$ cat config.mk
export PLATFORM = sky130hd
export DESIGN_NAME = adc_spi_responder
export DESIGN_NICKNAME = d
export VERILOG_FILES = /design/src/rtl/adc_spi_pkg.sv /design/src/rtl/spi_in_sync.sv /design/src/rtl/adc_spi_responder.sv
export SDC_FILE = /design/constraint.sdc
export NUM_CORES = 1
export LEC_CHECK = 0
export BUFFER_PORTS_ARGS = -buffer_cell sky130_fd_sc_hd__buf_2
export CORE_AREA = 3 3 83 85
export DETAILED_ROUTE_END_ITERATION = 7
export DIE_AREA = 0 0 86 88
export PLACE_DENSITY_LB_ADDON = 0.12
export SLEW_MARGIN = 25
export SYNTH_ARGS = -nofsm -noshare
export SYNTH_HDL_FRONTEND = slang
export SYNTH_SLANG_ARGS = --single-unit
$ cat constraint.sdc
create_clock -name clk_i -period 8.53 [get_ports clk_i]
set_clock_uncertainty 0.15 [all_clocks]
set_input_delay 0.4265 -clock clk_i [delete_from_list [all_inputs] [get_ports clk_i]]
set_output_delay 0.4265 -clock clk_i [all_outputs]
set_load 0.05 [all_outputs]
$ cat src/rtl/adc_spi_pkg.sv
// ============================================================================
//  adc_spi_pkg : shared types and helpers for the MCP3008-style SPI responder
//  Revision    : 1.0
// ============================================================================
`default_nettype none

package adc_spi_pkg;

    localparam int CMD_BITS = 4;
    localparam int CH_W     = 3;

    typedef enum logic [2:0] {
        ST_IDLE       = 3'd0,
        ST_WAIT_START = 3'd1,
        ST_CMD        = 3'd2,
        ST_NULL       = 3'd3,
        ST_DATA       = 3'd4,
        ST_TRAIL      = 3'd5
    } state_e;

    // Unsigned a - b, clamped at zero rather than wrapping.
    function automatic logic [31:0] diff_sat(input logic [31:0] a, input logic [31:0] b);
        return (a > b) ? (a - b) : 32'd0;
    endfunction

endpackage

`default_nettype wire

$ cat src/rtl/spi_in_sync.sv
// ============================================================================
//  spi_in_sync : multi-flop synchronizer with rise/fall pulse outputs
//  Revision    : 1.0
// ============================================================================
`default_nettype none

module spi_in_sync #(
    parameter int   STAGES  = 2,
    parameter logic RST_VAL = 1'b0
) (
    input  logic clk_i,
    input  logic reset_i,
    input  logic d_i,
    output logic q_o,
    output logic rise_o,
    output logic fall_o
);

    logic [STAGES-1:0] sync_q;
    logic              prev_q;

    always_ff @(posedge clk_i or posedge reset_i) begin
        if (reset_i) begin
            sync_q <= {STAGES{RST_VAL}};
            prev_q <= RST_VAL;
        end else begin
            sync_q <= {sync_q[STAGES-2:0], d_i};
            prev_q <= sync_q[STAGES-1];
        end
    end

    assign q_o    = sync_q[STAGES-1];
    assign rise_o =  sync_q[STAGES-1] & ~prev_q;
    assign fall_o = ~sync_q[STAGES-1] &  prev_q;

endmodule

`default_nettype wire

$ cat src/rtl/adc_spi_responder.sv
// ============================================================================
//  adc_spi_responder : SPI mode-0 emulation of an 8-channel 10-bit ADC
//  Revision          : 1.0
// ============================================================================
`default_nettype none

module adc_spi_responder
    import adc_spi_pkg::*;
#(
    parameter int DATA_W      = 10,
    parameter int NCH         = 8,
    parameter int SYNC_STAGES = 2
) (
    input  logic                  clk_i,
    input  logic                  reset_i,
    input  logic                  sclk_i,
    input  logic                  ncs_i,
    input  logic                  mosi_i,
    input  logic [NCH*DATA_W-1:0] ch_data_i,
    output logic                  miso_o,
    output logic                  miso_oe_o,
    output logic                  cmd_valid_o,
    output logic                  cmd_single_o,
    output logic [CH_W-1:0]       cmd_chan_o,
    output logic                  frame_err_o,
    output logic                  busy_o
);

    localparam int CNT_W   = $clog2(DATA_W + 1);
    localparam int FLUSH_W = $clog2(SYNC_STAGES + 1);

    logic w_sclk_s, w_sclk_rise, w_sclk_fall;
    logic w_ncs_s,  w_ncs_rise,  w_ncs_fall;
    logic w_mosi_s, w_mosi_rise, w_mosi_fall;

    spi_in_sync #(.STAGES(SYNC_STAGES), .RST_VAL(1'b0)) u_sync_sclk (
        .clk_i(clk_i), .reset_i(reset_i), .d_i(sclk_i),
        .q_o(w_sclk_s), .rise_o(w_sclk_rise), .fall_o(w_sclk_fall)
    );

    spi_in_sync #(.STAGES(SYNC_STAGES), .RST_VAL(1'b1)) u_sync_ncs (
        .clk_i(clk_i), .reset_i(reset_i), .d_i(ncs_i),
        .q_o(w_ncs_s), .rise_o(w_ncs_rise), .fall_o(w_ncs_fall)
    );

    spi_in_sync #(.STAGES(SYNC_STAGES), .RST_VAL(1'b0)) u_sync_mosi (
        .clk_i(clk_i), .reset_i(reset_i), .d_i(mosi_i),
        .q_o(w_mosi_s), .rise_o(w_mosi_rise), .fall_o(w_mosi_fall)
    );

    state_e              state_q;
    logic [CMD_BITS-1:0] cmd_sh_q;
    logic [CNT_W-1:0]    bit_cnt_q;
    logic [DATA_W-1:0]   shift_q;
    logic [FLUSH_W-1:0]  flush_q;
    logic                armed_q;
    logic                miso_q, miso_oe_q, cmd_valid_q, cmd_single_q, frame_err_q, busy_q;
    logic [CH_W-1:0]     cmd_chan_q;

    // Channel and return word as they will be on the rise that captures D0.
    logic [CH_W-1:0]   w_chan;
    logic [DATA_W-1:0] w_sel, w_pair, w_diff, w_word;

    assign w_chan = {cmd_sh_q[1:0], w_mosi_s};
    assign w_sel  = ch_data_i[int'(w_chan) * DATA_W +: DATA_W];
    assign w_pair = ch_data_i[int'(w_chan ^ CH_W'(1)) * DATA_W +: DATA_W];
    assign w_diff = DATA_W'(diff_sat(32'(w_sel), 32'(w_pair)));
    assign w_word = cmd_sh_q[2] ? w_sel : w_diff;

    logic w_unused;
    assign w_unused = &{1'b0, w_sclk_s, w_ncs_rise, w_ncs_fall, w_mosi_rise, w_mosi_fall, cmd_sh_q[3]};

    always_ff @(posedge clk_i or posedge reset_i) begin
        if (reset_i) begin
            state_q      <= ST_IDLE;
            cmd_sh_q     <= '0;
            bit_cnt_q    <= '0;
            shift_q      <= '0;
            flush_q      <= '0;
            armed_q      <= 1'b0;
            miso_q       <= 1'b0;
            miso_oe_q    <= 1'b0;
            cmd_valid_q  <= 1'b0;
            cmd_single_q <= 1'b0;
            cmd_chan_q   <= '0;
            frame_err_q  <= 1'b0;
            busy_q       <= 1'b0;
        end else begin
            cmd_valid_q <= 1'b0;
            frame_err_q <= 1'b0;

            // A frame may only start after ncs has been seen high once the
            // synchronizer holds real pin data, so a reset with ncs held low
            // cannot resume or fake a frame.
            if (flush_q != FLUSH_W'(SYNC_STAGES)) begin
                flush_q <= flush_q + FLUSH_W'(1);
            end else if (w_ncs_s) begin
                armed_q <= 1'b1;
            end

            if (state_q != ST_IDLE && w_ncs_s) begin
                frame_err_q <= (state_q == ST_CMD) || (state_q == ST_NULL) ||
                               ((state_q == ST_DATA) && (bit_cnt_q != CNT_W'(DATA_W)));
                state_q     <= ST_IDLE;
                miso_q      <= 1'b0;
                miso_oe_q   <= 1'b0;
                busy_q      <= 1'b0;
            end else begin
                case (state_q)
                    ST_IDLE: begin
                        if (armed_q && !w_ncs_s) begin
                            busy_q    <= 1'b1;
                            miso_oe_q <= 1'b1;
                            miso_q    <= 1'b0;
                            state_q   <= ST_WAIT_START;
                        end
                    end
                    ST_WAIT_START: begin
                        if (w_sclk_rise && w_mosi_s) begin
                            bit_cnt_q <= '0;
                            state_q   <= ST_CMD;
                        end
                    end
                    ST_CMD: begin
                        if (w_sclk_rise) begin
                            cmd_sh_q <= {cmd_sh_q[CMD_BITS-2:0], w_mosi_s};
                            if (bit_cnt_q == CNT_W'(CMD_BITS - 1)) begin
                                cmd_single_q <= cmd_sh_q[2];
                                cmd_chan_q   <= w_chan;
                                shift_q      <= w_word;
                                cmd_valid_q  <= 1'b1;
                                bit_cnt_q    <= '0;
                                state_q      <= ST_NULL;
                            end else begin
                                bit_cnt_q <= bit_cnt_q + CNT_W'(1);
                            end
                        end
                    end
                    ST_NULL: begin
                        if (w_sclk_fall) begin
                            if (bit_cnt_q == '0) begin
                                miso_q    <= 1'b0;
                                bit_cnt_q <= CNT_W'(1);
                            end else begin
                                miso_q    <= shift_q[DATA_W-1];
                                shift_q   <= {shift_q[DATA_W-2:0], 1'b0};
                                bit_cnt_q <= CNT_W'(1);
                                state_q   <= ST_DATA;
                            end
                        end
                    end
                    ST_DATA: begin
                        // bit_cnt_q counts data bits already on miso.
                        if (w_sclk_fall) begin
                            if (bit_cnt_q == CNT_W'(DATA_W)) begin
                                miso_q  <= 1'b0;
                                state_q <= ST_TRAIL;
                            end else begin
                                miso_q    <= shift_q[DATA_W-1];
                                shift_q   <= {shift_q[DATA_W-2:0], 1'b0};
                                bit_cnt_q <= bit_cnt_q + CNT_W'(1);
                            end
                        end
                    end
                    ST_TRAIL: begin
                        miso_q <= 1'b0;
                    end
                    default: begin
                        state_q <= ST_IDLE;
                    end
                endcase
            end
        end
    end

    assign miso_o       = miso_q;
    assign miso_oe_o    = miso_oe_q;
    assign cmd_valid_o  = cmd_valid_q;
    assign cmd_single_o = cmd_single_q;
    assign cmd_chan_o   = cmd_chan_q;
    assign frame_err_o  = frame_err_q;
    assign busy_o       = busy_q;

endmodule

`default_nettype wire

==> summary.txt <==
Power
  – Peak ir drop on the vdd network: 0.212 mV
  – Power density over the cells: 282 mW/mm^2
  – Total chip power: 1.17 mW
  – Leakage power of the design: 1.80 nW

Detailed routing
  – Routed WL per cell: 16.4 um
  – Via count of the routed design: 3163
  – Vias per cell: 6.18
  – 1st-iter DRT viols: 210
  – Count of antenna-violating nets left after detailed routing: 0
  – First-pass iteration count of the detailed router: 5
  – DRC violation count after routing: 0
  – Detailed-route wire length: 8400 um

Finish
  – P&R area growth vs syn: 15.1%
  – Ant. Diodes: 0
  – Net total in the final layout: 534
  – Ratio of cells with drive above 1 in the final layout: 39.1%
  – Summed area of non-filler cells in the final layout: 0.00414 mm^2

STA
  – PnR worst setup slack: 4.37 ns
  – Period Utilization, post-route: 48.8%
  – Final Hold Slack: 0.0780 ns
  – Final setup vio count: 0
  – Slew at the pin closest to its max-slew limit: 0.895 ns
  – Final number of max-transition violations: 0
  – Fin. Hold Viols: 0
  – F_max: 240 MHz
  – Summed negative setup slack over all endpoints: 0 ns
  – Unrepaired setup endpoints after global routing: false
  – Final critical delay including setup and external delays: 4.16 ns
  – Max transition margin: 40.3%

Clock network
  – Clock root buffer: clkbuf_8
  – Clock tree from TritonCTS: built
  – Clock Sink Count: 38
  – Number of buffers added for setup after CTS: 0
  – Clock latency on the worst-skew pair: 0.29 ns
  – Total clock buffers created by CTS: 5
  – Hold buffers post-CTS: 0
  – H-tree Lvls: 2
  – CTS clk-pin slew, worst paths: 0.07 ns
  – Post-cts sizing count: 0
  – Worst-case clock buffer depth: 2

Setup path
  – CP max stage delay: 0.93 ns
  – Category of the worst setup path capture point: register
  – Kind of cell adding the most delay to the critical path: compound AO/OA/AOI/OAI gates
  – Combined buffer and inverter count along the critical path: 1
  – Cell with the largest stage delay on the worst path: dfrtp_1
  – Maximum fanout encountered on the critical timing path: 27
  – Worst endpoint required time: 8.57 ns
  – Worst EP arrival: 4.20 ns
  – Crit path cell chain: nand2b_1, o22ai_1, a221oi_1, inv_1, fa_1, nand2b_1, a21oi_1, o211ai_1, a21oi_2, o31ai_1, a221oi_1
  – CP Class: reg2reg
  – Startpoint type of the worst setup path: register

Die
  – Effective utilization at floorplan: 57.3%
  – Area of the die: 0.00757 mm^2
  – Number of top-level design ports: 94
  – Chip Width: 86 um
  – Die Y: 88 um
  – Core Box Area: 0.00628 mm^2
  – Num rows: 29

Global route
  – Initial antenna violation count: 0
  – Wire length of the first global-routing pass: 14100 um
  – Number of global-route vias before repair: 2945
  – Overall global routing resource usage: 23.2%
  – Grt ovf: 0
  – Largest net degree at the start of global routing: 44

Place
  – Routability cong.: 0.980
  – Placed cell areas: 0.00405 mm^2
  – Total of buffers placed on input and output ports: 93
  – Post-detailed-placement half-perimeter wirelength: 6670 um
  – Worst slack at placement: 4.45 ns

Min path
  – Worst min-delay path category: in2async

Synth
  – Most used standard cell by instance count after synthesis: dfrtp_1
  – Synthesized netlist net count: 454
  – Top post-synthesis cells by area: dfrtp_1, mux4_2, mux2_2
  – Post-Syn Area: 0.00359 mm^2
  – Number of instances in the synthesized netlist: 354
  – Leading cell types by count after synthesis: dfrtp_1, mux2i_1, mux2_2, mux4_2, nor2_1
  – Cell taking the most area after synthesis: dfrtp_1
  – Area share of the largest cell type after synthesis: 25.1%
  – Cell variety after synth: 62
  – Sequential area share after synthesis: 26.5%
  – Share of synthesized registers carrying an async set or reset: 100%
  – Main synth FF type: dfrtp_1
  – Number of synthesized register bits: 38
  – Count of flip-flops with a built-in enable after synthesis: 0
  – Yosys warns: 0
  – Mean cell area of the mapped netlist: 10.2 um^2

Job
  – Max Cap Viol: 0

Outcome
  – Status: finished, final reports clean
[layout make-up]
class                           count  area [um^2]
Clock buffer                        7         86.3
Clock inverter                      1         5.00
Fill cell                         532         2140
Inverter                           21         78.8
Multi-Input combinational cell    272         2430
Sequential cell                    38          955
Tap cell                           77         96.3
Timing Repair Buffer               96          488
[where the power goes]
group	switching, mW	leakage (nW)	internal [mW]
logic	0.433	1.29	0.342
clock network	0.0627	0.0482	0.0652
registers	0.0467	0.465	0.219
total	0.542	1.80	0.626
[cells by family after synthesis]
family                     share of synthesized area (%)
AOI/OAI and AO/OA                                   17.9
and+or+nand+nor                                     13.9
muxes                                               28.9
buffers and inverters                               5.95
DFF                                                 26.5
adders and majority gates                           5.43
xor gates and xnor gates                            1.46
[state kept, by name, summed over array words and instances, names as in the netlist, 2 cells and up]
register and count:
shift_q 10, bit_cnt_q 4, cmd_chan_o 3, cmd_sh_q 3, state_q 3, flush_q 2
u_sync_mosi.sync_q 2, u_sync_ncs.sync_q 2, u_sync_sclk.sync_q 2
[worst reg2reg max path, stage by stage (launching register included)]
cell      delay (ns)
dfrtp_1         0.93
nand2b_1        0.28
o22ai_1         0.11
a221oi_1        0.53
inv_1           0.15
fa_1            0.47
nand2b_1        0.18
a21oi_1         0.23
o211ai_1        0.14
a21oi_2         0.43
o31ai_1         0.17
a221oi_1        0.30
[layout by cell type (no fill, tap or decap), drive strengths merged, types with 3 or more instances in the layout]
master and n:
mux4 22, ha 14, nand3 12, xor2 3, nand2 13, and3 3, mux2i 26, o21a 8
o211ai 3, mux2 25, a21oi 16, o22ai 10, o21ai 19, inv 21, a221oi 13, buf 96
dfrtp 36, clkbuf 7, nor3 7, nor2 23, o31ai 3, xnor2 3, nor2b 7, nand2b 5
or2 3
[per-stage QoR]
step	std cells	util, %
2_1_floorplan	354	-
3_3_place_gp	504	64.4
3_5_place_dp	504	64.4
4_1_cts	512	65.9
5_1_grt	512	65.9
6_report	512	65.9
[worst paths after layout]
check,from,to,slack (ns),depth (start not counted)
setup / recovery,cmd_sh_q[1],shift_q[9],4.37,11
hold / removal,reset_i,flush_q[1],0.08,3
setup reg to reg,cmd_sh_q[1],shift_q[9],4.37,11
hold reg to reg,u_sync_sclk.sync_q[0],u_sync_sclk.sync_q[1],0.21,0
max in group asynchronous,reset_i,cmd_sh_q[0],7.79,3
min in group clk_i,ncs_i,u_sync_ncs.sync_q[0],0.08,1
[metal layers]
layer,vias to the layer above,wire length [um],global-route usage (%)
li1,1515,-,-
met1,1507,3930,34.2
met2,131,3760,35.0
met3,10,623,5.36
met4,0,85,5.04
met5,-,0,0
No activity file was read; power rests on OpenSTA's default activity.
